**config.mk**
```make
export PLATFORM = sky130hd
export DESIGN_NAME = uart_baud_gen
export DESIGN_NICKNAME = d
export VERILOG_FILES = /design/src/rtl/uart_pkg.sv /design/src/rtl/uart_frac_accum.sv /design/src/rtl/uart_baud_gen.sv
export SDC_FILE = /design/constraint.sdc
export NUM_CORES = 1
export LEC_CHECK = 0
export BUFFER_PORTS_ARGS = -buffer_cell sky130_fd_sc_hd__buf_2
export CORE_MARGIN = 1
export CORE_UTILIZATION = 45
export DETAILED_ROUTE_END_ITERATION = 8
export MAX_ROUTING_LAYER = met4
export PLACE_DENSITY = 0.6
export REMOVE_ABC_BUFFERS = 1
export SLEW_MARGIN = 20
export SYNTH_ARGS = -nofsm -noshare
export SYNTH_HDL_FRONTEND = slang
export SYNTH_SLANG_ARGS = --single-unit
```
**constraint.sdc**
```tcl
create_clock -name physical_clock -period 3.8 [get_ports physical_clock]
set_clock_uncertainty 0.2 [all_clocks]
set_input_delay 0.38 -clock physical_clock [delete_from_list [all_inputs] [get_ports physical_clock]]
set_output_delay 0.38 -clock physical_clock [all_outputs]
set_load 0.01 [all_outputs]
```
**src/rtl/uart_pkg.sv**
```systemverilog
// uart_pkg: shared defaults, divisor record and minimum divisor for the UART baud generator
package uart_pkg;
  localparam int OVERSAMPLE_DEFAULT = 16;
  localparam int DIV_W_DEFAULT = 16;
  localparam int FRAC_W_DEFAULT = 4;
  localparam int DIV_MIN = 2;
  typedef struct packed {
    logic [DIV_W_DEFAULT-1:0]  div_int;
    logic [FRAC_W_DEFAULT-1:0] div_frac;
  } divisor_t;
endpackage

```
**src/rtl/uart_frac_accum.sv**
```systemverilog
// uart_frac_accum: fractional-divisor accumulator; carry stretches the current period by one clock
module uart_frac_accum
  import uart_pkg::*;
#(
  parameter int FRAC_W = FRAC_W_DEFAULT
) (
  input  logic              physical_clock,
  input  logic              reset_n,
  input  logic              clr,
  input  logic              step,
  input  logic [FRAC_W-1:0] frac,
  output logic              carry
);
  logic [FRAC_W-1:0] acc;
  logic [FRAC_W:0]   sum;
  assign sum   = {1'b0, clr ? FRAC_W'(0) : acc} + {1'b0, frac};
  assign carry = sum[FRAC_W];
  always_ff @(posedge physical_clock or negedge reset_n)
    if (!reset_n) acc <= '0;
    else if (step) acc <= sum[FRAC_W-1:0];
    else if (clr) acc <= '0;
endmodule

```
**src/rtl/uart_baud_gen.sv**
```systemverilog
// uart_baud_gen: programmable int+frac baud generator producing rx_tick, tx_tick and uart_clock.
// Define UART_BAUD_GEN_FRAC_EN to enable the fractional accumulator; otherwise div_frac is ignored.
module uart_baud_gen
  import uart_pkg::*;
#(
  parameter int DIV_W      = DIV_W_DEFAULT,
  parameter int FRAC_W     = FRAC_W_DEFAULT,
  parameter int OVERSAMPLE = OVERSAMPLE_DEFAULT
) (
  input  logic              physical_clock,
  input  logic              reset_n,
  input  logic              enable,
  input  logic [DIV_W-1:0]  div_int,
  input  logic [FRAC_W-1:0] div_frac,
  input  logic              div_load,
  output logic              rx_tick,
  output logic              tx_tick,
  output logic              uart_clock,
  output logic              div_pending,
  output logic              div_err
);
  localparam int OS_W = $clog2(OVERSAMPLE);
  typedef struct packed {
    logic [DIV_W-1:0]  div_int;
    logic [FRAC_W-1:0] div_frac;
  } div_t;
  div_t pend, act, eff;
  logic [DIV_W-1:0] cnt;
  logic [OS_W-1:0]  os_cnt;
  logic [DIV_W:0]   period;
  logic run, apply, reload, clamp, carry;
  assign tx_tick = rx_tick && os_cnt == OS_W'(OVERSAMPLE - 1);
  // The period starting on an apply edge already uses the new divisor.
  always_comb begin
    apply  = div_pending && (!enable || tx_tick);
    clamp  = pend.div_int < DIV_W'(DIV_MIN);
    eff    = apply ? {clamp ? DIV_W'(DIV_MIN) : pend.div_int, pend.div_frac} : act;
    reload = enable && (!run || cnt == '0);
    period = {1'b0, eff.div_int} + {{DIV_W{1'b0}}, carry};
  end
`ifdef UART_BAUD_GEN_FRAC_EN
  uart_frac_accum #(.FRAC_W(FRAC_W)) u_frac (
    .physical_clock(physical_clock),
    .reset_n       (reset_n),
    .clr           (apply || !enable),
    .step          (reload),
    .frac          (eff.div_frac),
    .carry         (carry)
  );
`else
  logic unused_frac;
  assign carry       = 1'b0;
  assign unused_frac = ^eff.div_frac;
`endif
  always_ff @(posedge physical_clock or negedge reset_n)
    if (!reset_n) begin
      run         <= 1'b0;
      cnt         <= DIV_W'(1);
      os_cnt      <= '0;
      rx_tick     <= 1'b0;
      uart_clock  <= 1'b0;
      pend        <= '0;
      act         <= {DIV_W'(DIV_MIN), FRAC_W'(0)};
      div_pending <= 1'b0;
      div_err     <= 1'b0;
    end else begin
      run         <= enable;
      cnt         <= !enable ? DIV_W'(1) : reload ? DIV_W'(period - 1'b1) : cnt - 1'b1;
      rx_tick     <= enable && run && cnt == DIV_W'(1);
      os_cnt      <= !enable ? '0 : !rx_tick ? os_cnt : tx_tick ? '0 : os_cnt + 1'b1;
      uart_clock  <= enable && !tx_tick && (uart_clock || (rx_tick && os_cnt == OS_W'(OVERSAMPLE / 2 - 1)));
      div_pending <= div_load || (div_pending && !apply);
      if (div_load) pend <= {div_int, div_frac};
      if (apply) begin
        act     <= eff;
        div_err <= clamp;
      end
    end
endmodule

```
Yosys cells after proc, flatten, opt, wreduce, memory -nomap -nowiden

Cells that the tools add are included.
W data, S select, Z words.

Register bits after elaboration: 65
Bits in latches: 0
Memory bits (writable): 0
Bits in read-only memories: 0
Input bits: 24
Output and inout port bits: 5
Memories kept: 0

Add/subtract/negate cells: 3
Multiply operators: 0
Div/mod/pow operators: 0
$lt $le $gt $ge: 1
Eq/ne operators: 4
Shifts and indexed selects: 0
Muxes and demuxes: 7
Bitwise operators: 0
Reductions and logical operators: 18

Operators by type and width:

| kind                    | count |
|---|---|
| $mux W16                | 3 |
| $sub A16 B1 Y16 const B | 2 |
| $mux W20                | 1 |
| $eq A16 B1 Y1 const B   | 1 |
| $logic_not A16 Y1       | 1 |
| $lt A16 B2 Y1 const B   | 1 |
| $mux W4                 | 3 |
| $logic_and A1 B1 Y1     | 9 |
| $add A4 B1 Y4 const B   | 1 |
| $eq A4 B3 Y1 const B    | 1 |
| $eq A4 B4 Y1 const B    | 1 |
| $logic_not A1 Y1        | 4 |
| $logic_or A1 B1 Y1      | 4 |
| $ne A2 B1 Y1 const B    | 1 |

Depth between registers and ports, before layout

Depth in word-level cells: 8
Mapped depth: 14

Worst setup path before layout

Ideal clock, no wire load.

Path kind: register to register
Start point: register pend[14] in the netlist's numbering
End point: register cnt[12]
Library setup time: 0.077 ns
Arrival: 3.110 ns
Required time: 3.523 ns
Setup slack: 0.412 ns
Stages on the path, launching flop included: 12
Buffers on the path: 0
Clock period less this slack: 3.388 ns
Path through: dfrtp_1 > or4_4 > or3_4 > o311a_4 > a21oi_1 > ha_1 > nor3b_1 > nand2_1 > mux2i_1 > o211ai_1 > xor2_1 > a21oi_1

Cells in the longest elaborated chain, start to end: 6

Ends and longest elaborated chain:

| item                      | RTL line            | RTL |
|---|---|---|
| from (decl)               | uart_baud_gen.sv:27 | `div_t pend, act, eff;` |
| from (signal assigned)    | uart_baud_gen.sv:73 | `if (div_load) pend <= {div_int, div_frac};` |
| $lt A16 B2 Y1             | uart_baud_gen.sv:36 | `clamp = pend.div_int < DIV_W'(DIV_MIN);` |
| $mux W16 (*)              | uart_baud_gen.sv:37 | `eff = apply ? {clamp ? DIV_W'(DIV_MIN) : pend.div_int, pend.div_frac} : act;` |
| $mux W20 (*)              | uart_baud_gen.sv:37 |  |
| $sub A16 B1 Y16 (*)       | uart_baud_gen.sv:68 | `cnt <= !enable ? DIV_W'(1) : reload ? DIV_W'(period - 1'b1) : cnt - 1'b1;` |
| $mux W16 (*) (2 in a row) | uart_baud_gen.sv:68 |  |
| to (signal assigned)      | uart_baud_gen.sv:68 |  |
| to (decl)                 | uart_baud_gen.sv:28 | `logic [DIV_W-1:0] cnt;` |

Every way passes the cells marked *; elsewhere a longest branch is shown, timed or not.
A chain may end at the register's enable or synchronous reset.

Worst setup path after layout

Start point: register pend[14] in the netlist's numbering
End point: register cnt[10]

The elaborated chain is that of the path after synthesis.

==> flow_summary_export.csv <==
group,metric,value,unit
place,dpl-instance-area,3370,um^2
floorplanning,core,6530,um^2
pwr,ir_worst_vdd,0.238,mV
yosys,synth-seq-cells,57,
cts,clk_pin_slew,60,ps
cts,cts_setup_buffers,0,
detailed_routing,via_count,2354,
yosys,synth_edf_count,0,
yosys,yosysTopAreaCellShare,44.2,%
cts,clock_path_buffers,2,
yosys,synth_area,3120,um^2
detailed_routing,drtPass1Iterations,5,
finish,syn_to_final_growth,14.8,%
pwr,p_leak,1.65,nW
timing,hold_viol,0,
yosys,synth_area_leaders,"dfrtp_1 44%, mux2_2 7.6%, nand2_1 5.3%",
yosys,yosys.area.top_type,"dfrtp_1",
timing,slew_headroom,45.0,%
finish,antenna_cells,0,
timing,timing.fmax,277,MHz
status,status,"completed",
yosys,synth_ff_type,"dfrtp_1",
place,port_buffers,24,
timing,fin_ws,185,ps
critical_path,crit_arrival,3620,ps
floorplanning,dieHeight,85.2,um
worst_hold_path,hp-class,"in2reg",
finish,fill_cells,607,
yosys,syn_inst,311,
timing,min_period,3610,ps
timing,rsz0062_at_grt,"no",
global_routing,grt_pass1_vias,2298,
detailed_routing,drtIter0Drc,92,
detailed_routing,route.detailed.drc,0,
detailed_routing,routedWlPerCell,15.3,um
flow_run,max_cap_violations,0,
cts,cts_tree,"built",
cts,clock_latency,330,ps
timing,finalCritPeriodShare,95.1,%
finish,multi_input_area,1600,um^2
pwr,powerDensity,451,nW/um^2
timing,tns,0,ps
floorplanning,fp.dieArea,7260,um^2
yosys,yosys_warnings,0,
detailed_routing,avgViaCountPerCell,5.50,
floorplanning,initial_utilization,47.7,%
timing,hold-worst-slack,54.3,ps
cts,cts_buffers,9,
critical_path,crit_path_end_kind,"flip-flop",
global_routing,antenna_found_initial,0,
floorplanning,die_w,85.2,um
detailed_routing,wl,6.54,mm
critical_path,worstSetupStartpointType,"flip-flop",
global_routing,overflow,0,
finish,fin_area,3580,um^2
floorplanning,rows,29,
finish,regArea,1430,um^2
critical_path,crit_type,"reg2reg",
timing,tightestPinTransition,825,ps
critical_path,path_max_fanout,6,
global_routing,grt_usage,20.7,%
finish,drive_gt1_share,24.5,%
place,dpl_worst_slack,226,ps
yosys,synth-async-reset-ratio,100,%
detailed_routing,antenna_left,0,
timing,slew_viol_final,0,
place,hpwl,4.71,mm
yosys,synth_seq_area_share,45.9,%
floorplanning,ios,29,
cts,htreeDepth,3,
yosys,avgSynthCellArea,10.0,um^2
yosys,synth_cell_type_count,52,
timing,setup_viol,0,
global_routing,grt_max_degree,38,
cts,clock-root-buffer,"clkbuf_8",
cts,clkSinkCount,57,
finish,nNetsFinal,375,
worst_hold_path,min_path_cells,3,
critical_path,cp_data_required_time,3810,ps
critical_path,rr_worst_depth,12,
place,gp_congestion,0.846,
global_routing,grt_first_pass_wirelength,11.3,mm
==> registers in the layout, summed over array words and instances (netlist names) <==
name and flops:
div_err 1, run 1, div_pending 1, act 16
pend 16, os_cnt 4, rx_tick 1, cnt 16
uart_clock 1
==> cell families (layout without fill, tap and decap cells) <==
family                   Yosys count  after routing  synth area share [%]
AND/OR/NAND/NOR                  124            124                  19.6
flip-flops                        57             57                  45.9
AO/OA/AOI/OAI                     48             48                  12.6
multiplexers                      32             32                  11.1
buffers and inverters             25             65                  3.17
XOR/XNOR                          20             20                  5.62
adder cells (fa/ha/maj)            5              5                  2.01
==> what timing repair did <==
| action | CTS | global route |
|---|---|---|
| endpoints found under the hold margin | 35 | 0 |
| resized for setup | 0 | 1 |
| hold buffers | 1 | 0 |
| endpoints found under the setup margin | 0 | 2 |
==> layer usage <==
layer  GRT usage (%)  share of wire, %  vias to the layer above
met4            8.01               1.4                        0
li1                -                 -                     1180
met5               -                 0                        -
met1            29.3                51                     1128
met3            3.99               2.9                        9
met2            29.4                45                       37
==> cell usage after synthesis, drive strengths merged (2+ instances only) <==
cell and instances:
dfrtp 55, nand2 44, nor2 22, mux2 21, a21oi 14, xor2 14
inv 13, nor3 12, mux2i 11, o21ai 11, nand3 9, clkbuf 8
a2111oi 6, nor4 6, or3 6, xnor2 6, and3 5, ha 5
buf 4, nand3b 4, or4 4, nand4 3, o311ai 3, and2 2
dfstp 2, nand2b 2, nor3b 2, o211ai 2
==> placed cells by master, fill, tap and decap left out, types with 2 or more instances in the layout <==
master	instances
a2111oi_2	3
a21oi_1	14
and2_1	2
and3_1	5
buf_2	24
buf_4	11
clkbuf_8	13
clkinv_2	2
dfrtp_1	55
dfstp_2	2
ha_1	5
inv_1	12
mux2_2	21
mux2i_1	11
nand2_1	44
nand2b_1	2
nand3_1	9
nand3b_1	4
nand4_1	3
nor2_1	22
nor3_1	12
nor4_1	6
o211ai_1	2
o21ai_0	10
or3_1	5
or4_1	3
xnor2_1	6
xor2_1	14
==> worst max-delay path, stage by stage, from the launching register on <==
cell	delay, ps
dfrtp_1	410
or4_4	560
or3_4	390
o311a_4	420
a21oi_1	190
ha_1	280
nor3b_2	240
nand2_1	70
mux2i_1	160
buf_4	170
nand3_1	90
xor2_1	220
a21oi_1	100
==> path summary, 6_finish.rpt <==
kind | from | endpoint | slack, ps
min in group asynchronous | reset_n | os_cnt[2] | 480
min reg2reg | div_err | div_err | 270
max in group asynchronous | reset_n | act[5] | 2070
max reg2reg | pend[14] | cnt[10] | 190
max | pend[14] | cnt[10] | 190
min | div_int[2] | pend[6] | 50
==> area by class of cell <==
cell class                 count  share of cell area [%]
clock buffer                  14                    5.11
clock inverter                 2                   0.280
inverter                      13                    1.36
multi-input combinational    229                    44.7
sequential                    57                    39.9
tap                           77                    2.69
timing repair buffer          36                    5.95
==> where the power goes <==
part	switching, mW	total [mW]	internal, mW	leakage, nW
logic	0.186	0.327	0.141	0.840
registers	0.0651	0.744	0.679	0.707
clock network	0.234	0.540	0.306	0.102
total	0.486	1.61	1.13	1.65
==> through the flow <==
stage,total power [mW],cells,utilization [%]
after floorplan,0.965,299,-
after global placement,1.07,411,51.6
after detailed placement,1.08,411,51.6
after CTS,1.62,428,54.7
after global routing,1.71,428,54.8
final,1.61,428,54.8
No activity file was read; power rests on OpenSTA's default activity.
